==> src/rtl/qq_seq_pkg.sv <==
// qq_seq_pkg: shared state encoding and default widths for the Q-switch step sequencer
package qq_seq_pkg;
  localparam int CNT_W = 5;
  localparam int PER_W = 16;
  localparam int REP_W = 8;
  typedef enum logic [1:0] {
    IDLE = 2'd0,
    RUN  = 2'd1,
    DONE = 2'd2
  } state_t;
endpackage

==> src/rtl/qq_tick_gen.sv <==
// qq_tick_gen: dwell counter that strobes tick on the last cycle of each step period
module qq_tick_gen #(
  parameter int PER_W = qq_seq_pkg::PER_W
) (
  input  logic             clk_sys,
  input  logic             rst,
  input  logic             clear,
  input  logic             enable,
  input  logic [PER_W-1:0] period,
  output logic             tick
);
  logic [PER_W-1:0] cnt;
  assign tick = enable && cnt == period - 1'b1;
  always_ff @(posedge clk_sys)
    if (rst || clear) cnt <= '0;
    else if (enable) cnt <= tick ? '0 : cnt + 1'b1;
endmodule

==> src/rtl/qq_seq_counter.sv <==
// qq_seq_counter: step sequencer sweeping count 0..step_last with programmable dwell and repeat
module qq_seq_counter #(
  parameter int CNT_W = qq_seq_pkg::CNT_W,
  parameter int PER_W = qq_seq_pkg::PER_W,
  parameter int REP_W = qq_seq_pkg::REP_W
) (
  input  logic             clk_sys,
  input  logic             rst,
  input  logic             start,
  input  logic             stop,
  input  logic [PER_W-1:0] step_period,
  input  logic [CNT_W-1:0] step_last,
  input  logic [REP_W-1:0] rep_num,
  output logic [CNT_W-1:0] count,
  output logic             state_start,
  output logic             busy,
  output logic             done,
  output logic             aborted
);
  import qq_seq_pkg::*;
  state_t state, state_n;
  logic [PER_W-1:0] per_q;
  logic [CNT_W-1:0] last_q, count_n;
  logic [REP_W-1:0] rep_q, rep_cnt, rep_n;
  logic load, tick, wrap;
  assign busy = state != IDLE;
  assign load = state == IDLE && start && !stop;
  assign wrap = tick && count == last_q;
  qq_tick_gen #(.PER_W(PER_W)) u_tick (
    .clk_sys(clk_sys),
    .rst(rst),
    .clear(state != RUN),
    .enable(state == RUN),
    .period(per_q),
    .tick(tick)
  );
  always_comb begin
    state_n = IDLE;
    count_n = '0;
    rep_n   = load ? '0 : rep_cnt;
    if (load) state_n = RUN;
    if (state == RUN && !stop) begin
      state_n = wrap && rep_cnt == rep_q - 1'b1 ? DONE : RUN;
      count_n = wrap ? '0 : count + CNT_W'(tick);
      rep_n   = wrap ? rep_cnt + 1'b1 : rep_cnt;
    end
  end
  always_ff @(posedge clk_sys)
    if (rst) begin
      state       <= IDLE;
      count       <= '0;
      state_start <= 1'b0;
      done        <= 1'b0;
      aborted     <= 1'b0;
      per_q       <= '0;
      last_q      <= '0;
      rep_q       <= '0;
      rep_cnt     <= '0;
    end else begin
      state       <= state_n;
      count       <= count_n;
      rep_cnt     <= rep_n;
      state_start <= state_n == RUN;
      done        <= state_n == DONE;
      aborted     <= state == RUN && stop;
      if (load) begin
        per_q  <= step_period == '0 ? PER_W'(1) : step_period;
        last_q <= step_last;
        rep_q  <= rep_num == '0 ? REP_W'(1) : rep_num;
      end
    end
endmodule

==> config.mk <==
export PLATFORM = sky130hd
export DESIGN_NAME = qq_seq_counter
export DESIGN_NICKNAME = d
export VERILOG_FILES = /design/src/rtl/qq_seq_pkg.sv /design/src/rtl/qq_tick_gen.sv /design/src/rtl/qq_seq_counter.sv
export SDC_FILE = /design/constraint.sdc
export NUM_CORES = 1
export LEC_CHECK = 0
export BUFFER_PORTS_ARGS = -buffer_cell sky130_fd_sc_hd__buf_4
export CELL_PAD_IN_SITES_DETAIL_PLACEMENT = 0
export CELL_PAD_IN_SITES_GLOBAL_PLACEMENT = 1
export CORE_ASPECT_RATIO = 1.75
export CORE_MARGIN = 2
export CORE_UTILIZATION = 45
export CTS_BUF_LIST = sky130_fd_sc_hd__clkbuf_4
export CTS_CLUSTER_SIZE = 30
export DETAILED_ROUTE_END_ITERATION = 10
export PLACE_DENSITY_LB_ADDON = 0.05
export SYNTH_ARGS = -nofsm -noshare
export SYNTH_HDL_FRONTEND = slang
export SYNTH_SLANG_ARGS = --single-unit
==> constraint.sdc <==
create_clock -name clk_sys -period 3.8 [get_ports clk_sys]
set_clock_uncertainty 0.1 [all_clocks]
set_input_delay 0.38 -clock clk_sys [delete_from_list [all_inputs] [get_ports clk_sys]]
set_output_delay 0.38 -clock clk_sys [all_outputs]
set_load 0.05 [all_outputs]
Yosys cells after proc, flatten, opt, wreduce, memory -nomap -nowiden. Index checks and enable logic that the tools add are counted.

Register bits after elaboration: 63. Input port bits: 33. Output and inout port bits: 9. Logic and storage cells: 49.

Add/subtract/negate cells: 5. Equal/unequal tests: 8. Mux-type cells: 9. Bitwise operators: 1. Reductions and logical operators: 16.

Operators by type and width (number): 16-bit two-way mux (2); 8-bit two-way mux (4); 16-bit by 1-bit adder with 16-bit output, second input constant (1); 16-bit equality test (1); 16-bit logical NOT (1); 16-bit by 1-bit subtractor with 16-bit output, second input constant (1); 8-bit by 1-bit adder with 8-bit output, second input constant (1); 8-bit equality test (1); 8-bit logical NOT (1); 8-bit by 1-bit subtractor with 8-bit output, second input constant (1); 1-bit logical AND (7); 5-bit by 1-bit adder with 5-bit output (1); 5-bit equality test (1); 2-bit by 1-bit equality test with 1-bit output, second input constant (2); 2-bit two-way mux (2); 2-bit nonzero test (2); 3-bit OR reduction (1); 2-bit equality test, second input constant (1); 2-bit logical NOT (1); 2-bit by 1-bit != test with 1-bit output, second input constant (1); 2-bit != test, second input constant (1); 2-bit AND reduction (1); 1-bit logical NOT (1); 1-bit logical OR (1); other kinds (2) (2).

Depth between registers and ports, before layout.
Depth in word-level cells: 8. Depth in mapped cells: 16. Gate-level depth less buffers: 14.

Hierarchy. From an unflattened synthesis, not the netlist that was laid out.

Cells, all modules: 395. Area, all modules: 3311.9 µm².

By module, submodules not included: qq_seq_counter (instances 1, cells an instance 243, area an instance 2079.5 µm², sequential area each 920.9 µm²); qq_tick_gen (instances 1, cells an instance 152, area an instance 1232.4 µm², sequential area each 320.3 µm²).

Worst setup path before layout. Ideal clock, no wire load.

Path kind: reg2reg. Start point: reg per_q[0]. End point: reg count[4]. Setup time: 0.079 ns. Arrival time: 3.141 ns. Required time: 3.621 ns. Path slack: 0.480 ns. Cell stages (with the launch flop): 17. Buffers on the path: 2. Period minus slack after synthesis: 3.320 ns. Path through: dfxtp_1 -> inv_1 -> ha_1 -> buf_2 -> or4b_4 -> nor2_2 -> xnor2_1 -> a2111oi_2 -> nand4_1 -> buf_2 -> or3b_2 -> nor2_1 -> ha_1 -> ha_1 -> nand3_1 -> xor2_1 -> nor3_1.

Cells in the longest elaborated chain, start to end: 5. Elaborated cells on any way between the ends: 6. Classes of those cells: 2 x add/sub; 1 x eq/ne; 3 x reduce/logical.

Ends and longest elaborated chain: from (decl) (line qq_seq_counter.sv:22) `logic [PER_W-1:0] per_q;`; from (signal assigned) (line qq_seq_counter.sv:67) `per_q <= step_period == '0 ? PER_W'(1) : step_period;`; 16-bit by 1-bit subtractor with 16-bit output * (line qq_tick_gen.sv:13) `assign tick = enable && cnt == period - 1'b1;`; 16-bit equality test * (line qq_tick_gen.sv:13); 1-bit logical AND * (line qq_tick_gen.sv:13); branches (longest 2 deep; another with 5-bit by 1-bit adder with 5-bit output); to (signal assigned) (line qq_seq_counter.sv:61) `count <= count_n;`; to (decl) (line qq_seq_counter.sv:14) `output logic [CNT_W-1:0] count,`.

Every way passes the cells marked *. A chain may end at the register's enable or synchronous reset.

Final worst setup path. Ends and elaborated chain as after synthesis.

==> run summary <==
The run finished with clean final reports. The die covers 0.00836 sq mm. Count of routing violations after the opening detailed-route iteration: 180. For the pin with the worst max-slew slack, the measured transition is 856 ps. The count of nets left with antenna violations once routing finished came out at 0.

For the part of the Yosys area used for sequential elements, the log shows 0.362. Across all layers, the routed design uses 3175 vias. The type of element capturing the critical path was a flip-flop. The length of routed met3 wiring is 264 microns.

Setup repair after global routing left no endpoint under its margin. The tools report the startpoint kind of the worst setup timing path as a flip-flop. Counting every net in the synthesized netlist gives 473.

The root buffer cell chosen for the clock tree is sky130_fd_sc_hd__clkbuf_4. For this run, design rule violations remaining after detail routing come to 0. During I/O placement, the number of pins put on the boundary was 42. The fraction of the cycle the final worst path needs is 0.920. By count the netlist is led by sky130_fd_sc_hd__nand2_1 (68), sky130_fd_sc_hd__dfxtp_1 (62), sky130_fd_sc_hd__nor2_1 (40).

The data required time at the worst endpoint was 4050 ps. After synthesis the netlist holds a flip-flop and latch count of 62. In the routed layout, each cell is associated on average with a via count of 5.64.

In the post-synthesis netlist, the cell with the most instances is sky130_fd_sc_hd__nand2_1. The logs give 35 for the maximum number of pins on one net before global-route repair and 0.00380 sq mm for the post-detailed-placement cell area. Normalized max-slew margin: 0.427.

The Yosys step of the flow raised 0 warnings. The number of placement rows is 42, and the floorplan die width is 70.0 microns. Across the VDD grid, the largest voltage drop is 0.213 mV. The tools report the mapped cell area as 0.00343 sq mm. The core region is 0.00746 sq mm. Dividing the detail-routed wire length by the instance count gives 16.6 microns. Highest attainable clock frequency: 286 MHz. The H-tree was split into 3 levels. The path class of the tightest hold or removal check is in2reg. The proportion of netlist area held by the largest area contributor was 0.362. Detailed placement finished with a half-perimeter wire length of 7160 microns. Leakage dissipation: 1.47 nW. The number of diodes added for antenna fixing was 0. The setup path with the least slack is of type reg2reg. The tools report the setup slack after placement as 235 ps. The first-pass GRT wire length was 15300 microns. The tools report the number of max-slew violations in the final report as 0. The total clock sinks was 62. The logs give 0.235 for the overall track demand over capacity in global routing and 0 for the initial antenna violation count.

The run gives 3092 as the via count of the first global-routing pass. The logs give 773 for the total of fill cells in the finished design and 4 for the number of iterations in the first detailed-routing pass. Of all cell types, the one taking the most synthesized area is sky130_fd_sc_hd__dfxtp_1. The synthesized area per cell is 7.90 sq um. Effective utilization at floorplan: 0.460.

For this run, the leading register cell type out of synthesis is sky130_fd_sc_hd__dfxtp_1. Hold repair after CTS inserted 0 buffers. TritonCTS built the clock tree. For the total wire length after detailed routing, the log shows 9350 microns. After global routing the overflow that remains totals 0.

The number of gates resized after CTS was 0. Adding up every negative setup slack in the final design gives 0 ps. By area the synthesized netlist is led by sky130_fd_sc_hd__dfxtp_1 (36%), sky130_fd_sc_hd__nand2_1 (7.4%), sky130_fd_sc_hd__xnor2_1 (6.9%), sky130_fd_sc_hd__xor2_1 (6.1%), sky130_fd_sc_hd__a21oi_1 (4.8%).

Buffers placed on the I/O ports in this run total 41. The final core utilization is 0.531, and the post-route cell area is 0.00396 sq mm. The clock reaches the later pin of the worst-skew pair after 420 ps. The number of different library cells used by synthesis comes to 55. The routed length on met1 was 3450 microns.

From synthesis to final layout, the design area changed by 15.4%. Setup violations remaining at the end of the flow were counted as 0. In this run the vertical extent of the chip is 119 microns. The number of enable-type register cells in the synthesized netlist works out to 0.

The top metal layer carrying routed signals was met4. Minimum period implied by the final worst setup slack: 3500 ps. Max-cap violations in this run came to 0. In this run, CTS created clock tree buffers numbering 9. Registers take 0.00124 sq mm.

In the final layout, the multi-input gates occupy 0.00205 sq mm. In this run the power density over the cells is 362 mW/mm^2. The design draws 1.43 mW. Buffers added to address setup during post-CTS repair amount to 0. The clock edge transition at the registers on the reported setup and hold paths works out to 110 ps.

The post-layout net count came out at 509. The fraction of final layout cells sized beyond drive strength 1 was 0.158; the maximum count of clock buffers along a single path was 2. The run gives 300 ps as the worst reg-to-reg setup slack.

The logs give 434 for the instance count of the mapped netlist and 0 for the count of final hold-check violations. The congestion estimate from routability-driven global placement came to 0.907. The biggest fanout along the worst timing path came out at 9. The total length of routed met2 wires was 5330 microns. Across all setup checks in the final design, the least slack found is 305 ps. The critical path arrival was 3740 ps; the fraction of synthesis flops using an asynchronous set or reset pin was 0.
==> sequential cells by signal, indices dropped and copies added (netlist names) <==
| name | count |
|---|---|
| count | 5 |
| state_start | 1 |
| last_q | 5 |
| per_q | 16 |
| aborted | 1 |
| rep_q | 8 |
| done | 1 |
| u_tick.cnt | 16 |
| state | 1 |
| rep_cnt | 8 |
==> stage by stage <==
step	hold slack, ps	instances
after CTS	90.1	563
after global routing	89.1	563
after floorplan	346	434
after detailed placement	362	547
after global placement	357	547
final	103	563
==> power by group <==
part	internal, mW	switching (mW)	leakage, nW
Sequential	0.666	0.0231	0.503
Combinational	0.104	0.133	0.884
Clock	0.267	0.239	0.0829
==> critical path: stages (launching register included) <==
cell and delay, ps:
sky130_fd_sc_hd__dfxtp_1 370, sky130_fd_sc_hd__inv_1 110, sky130_fd_sc_hd__ha_1 340, sky130_fd_sc_hd__or4b_4 530, sky130_fd_sc_hd__nor2_2 120, sky130_fd_sc_hd__xnor2_1 90, sky130_fd_sc_hd__a2111oi_2 230, sky130_fd_sc_hd__nand4_1 170
sky130_fd_sc_hd__or3b_2 490, sky130_fd_sc_hd__nor2_1 110, sky130_fd_sc_hd__ha_1 170, sky130_fd_sc_hd__ha_1 180, sky130_fd_sc_hd__nand3_1 100, sky130_fd_sc_hd__xor2_1 160, sky130_fd_sc_hd__nor3_1 130
==> cells by family after synthesis <==
| kind of cell | count (synthesis) | share of synthesized area |
|---|---|---|
| AOI/OAI and AO/OA | 69 | 0.128 |
| xor gates and xnor gates | 51 | 0.130 |
| adders and majority gates | 6 | 0.0219 |
| buffers and inverters | 36 | 0.0434 |
| DFF | 62 | 0.362 |
| muxes | 6 | 0.0182 |
| and+or+nand+nor | 204 | 0.296 |
==> layout by cell type (no fill, tap or decap), types with 2 or more instances in the layout <==
cell	synthesis	final
sky130_fd_sc_hd__nand2_1	68	68
sky130_fd_sc_hd__dfxtp_1	62	62
sky130_fd_sc_hd__buf_4	0	47
sky130_fd_sc_hd__nor2_1	40	40
sky130_fd_sc_hd__a21oi_1	33	33
sky130_fd_sc_hd__xnor2_1	27	27
sky130_fd_sc_hd__xor2_1	24	24
sky130_fd_sc_hd__nor3_1	19	19
sky130_fd_sc_hd__nand3_1	19	19
sky130_fd_sc_hd__nand4_1	15	15
sky130_fd_sc_hd__inv_1	14	14
sky130_fd_sc_hd__clkbuf_4	0	10
sky130_fd_sc_hd__or3_1	7	7
sky130_fd_sc_hd__o21ai_0	6	6
sky130_fd_sc_hd__or4_1	6	6
sky130_fd_sc_hd__nor4_1	6	6
sky130_fd_sc_hd__ha_1	6	6
sky130_fd_sc_hd__nor2b_1	5	5
sky130_fd_sc_hd__mux2i_1	4	4
sky130_fd_sc_hd__o22ai_1	4	4
sky130_fd_sc_hd__o211ai_1	4	4
sky130_fd_sc_hd__a31oi_1	3	3
sky130_fd_sc_hd__a211oi_1	3	3
sky130_fd_sc_hd__clkinv_1	0	3
sky130_fd_sc_hd__or2_2	2	2
sky130_fd_sc_hd__a32oi_1	2	2
sky130_fd_sc_hd__mux2_2	2	2
sky130_fd_sc_hd__or3b_2	2	2
sky130_fd_sc_hd__o31a_1	2	2
sky130_fd_sc_hd__and3_1	2	2
sky130_fd_sc_hd__and4_1	2	2
sky130_fd_sc_hd__bufinv_16	0	2
==> area by class of cell <==
class / instances / share of cell area
Multi-Input combinational cell: 336 / 0.518
Sequential cell: 62 / 0.314
Timing Repair Buffer: 47 / 0.0891
Tap cell: 88 / 0.0278
Clock inverter: 6 / 0.0193
Clock buffer: 10 / 0.0190
Inverter: 14 / 0.0133
==> final timing paths <==
| check | startpoint | end | cells after the start |
|---|---|---|---|
| worst max-delay path | per_q[0] | count[4] | 14 |
| worst min register to register | per_q[15] | per_q[15] | 2 |
| worst max register to register | per_q[0] | count[4] | 14 |
| worst min-delay path | step_last[3] | last_q[3] | 3 |
==> routing by layer <==
| metal | up-vias | GRT usage |
|---|---|---|
| met5 | - | 0 |
| met4 | 0 | 0.114 |
| met3 | 22 | 0.0406 |
| met2 | 56 | 0.446 |
| met1 | 1503 | 0.242 |
| li1 | 1594 | - |
(Power assumes the default switching activity.)
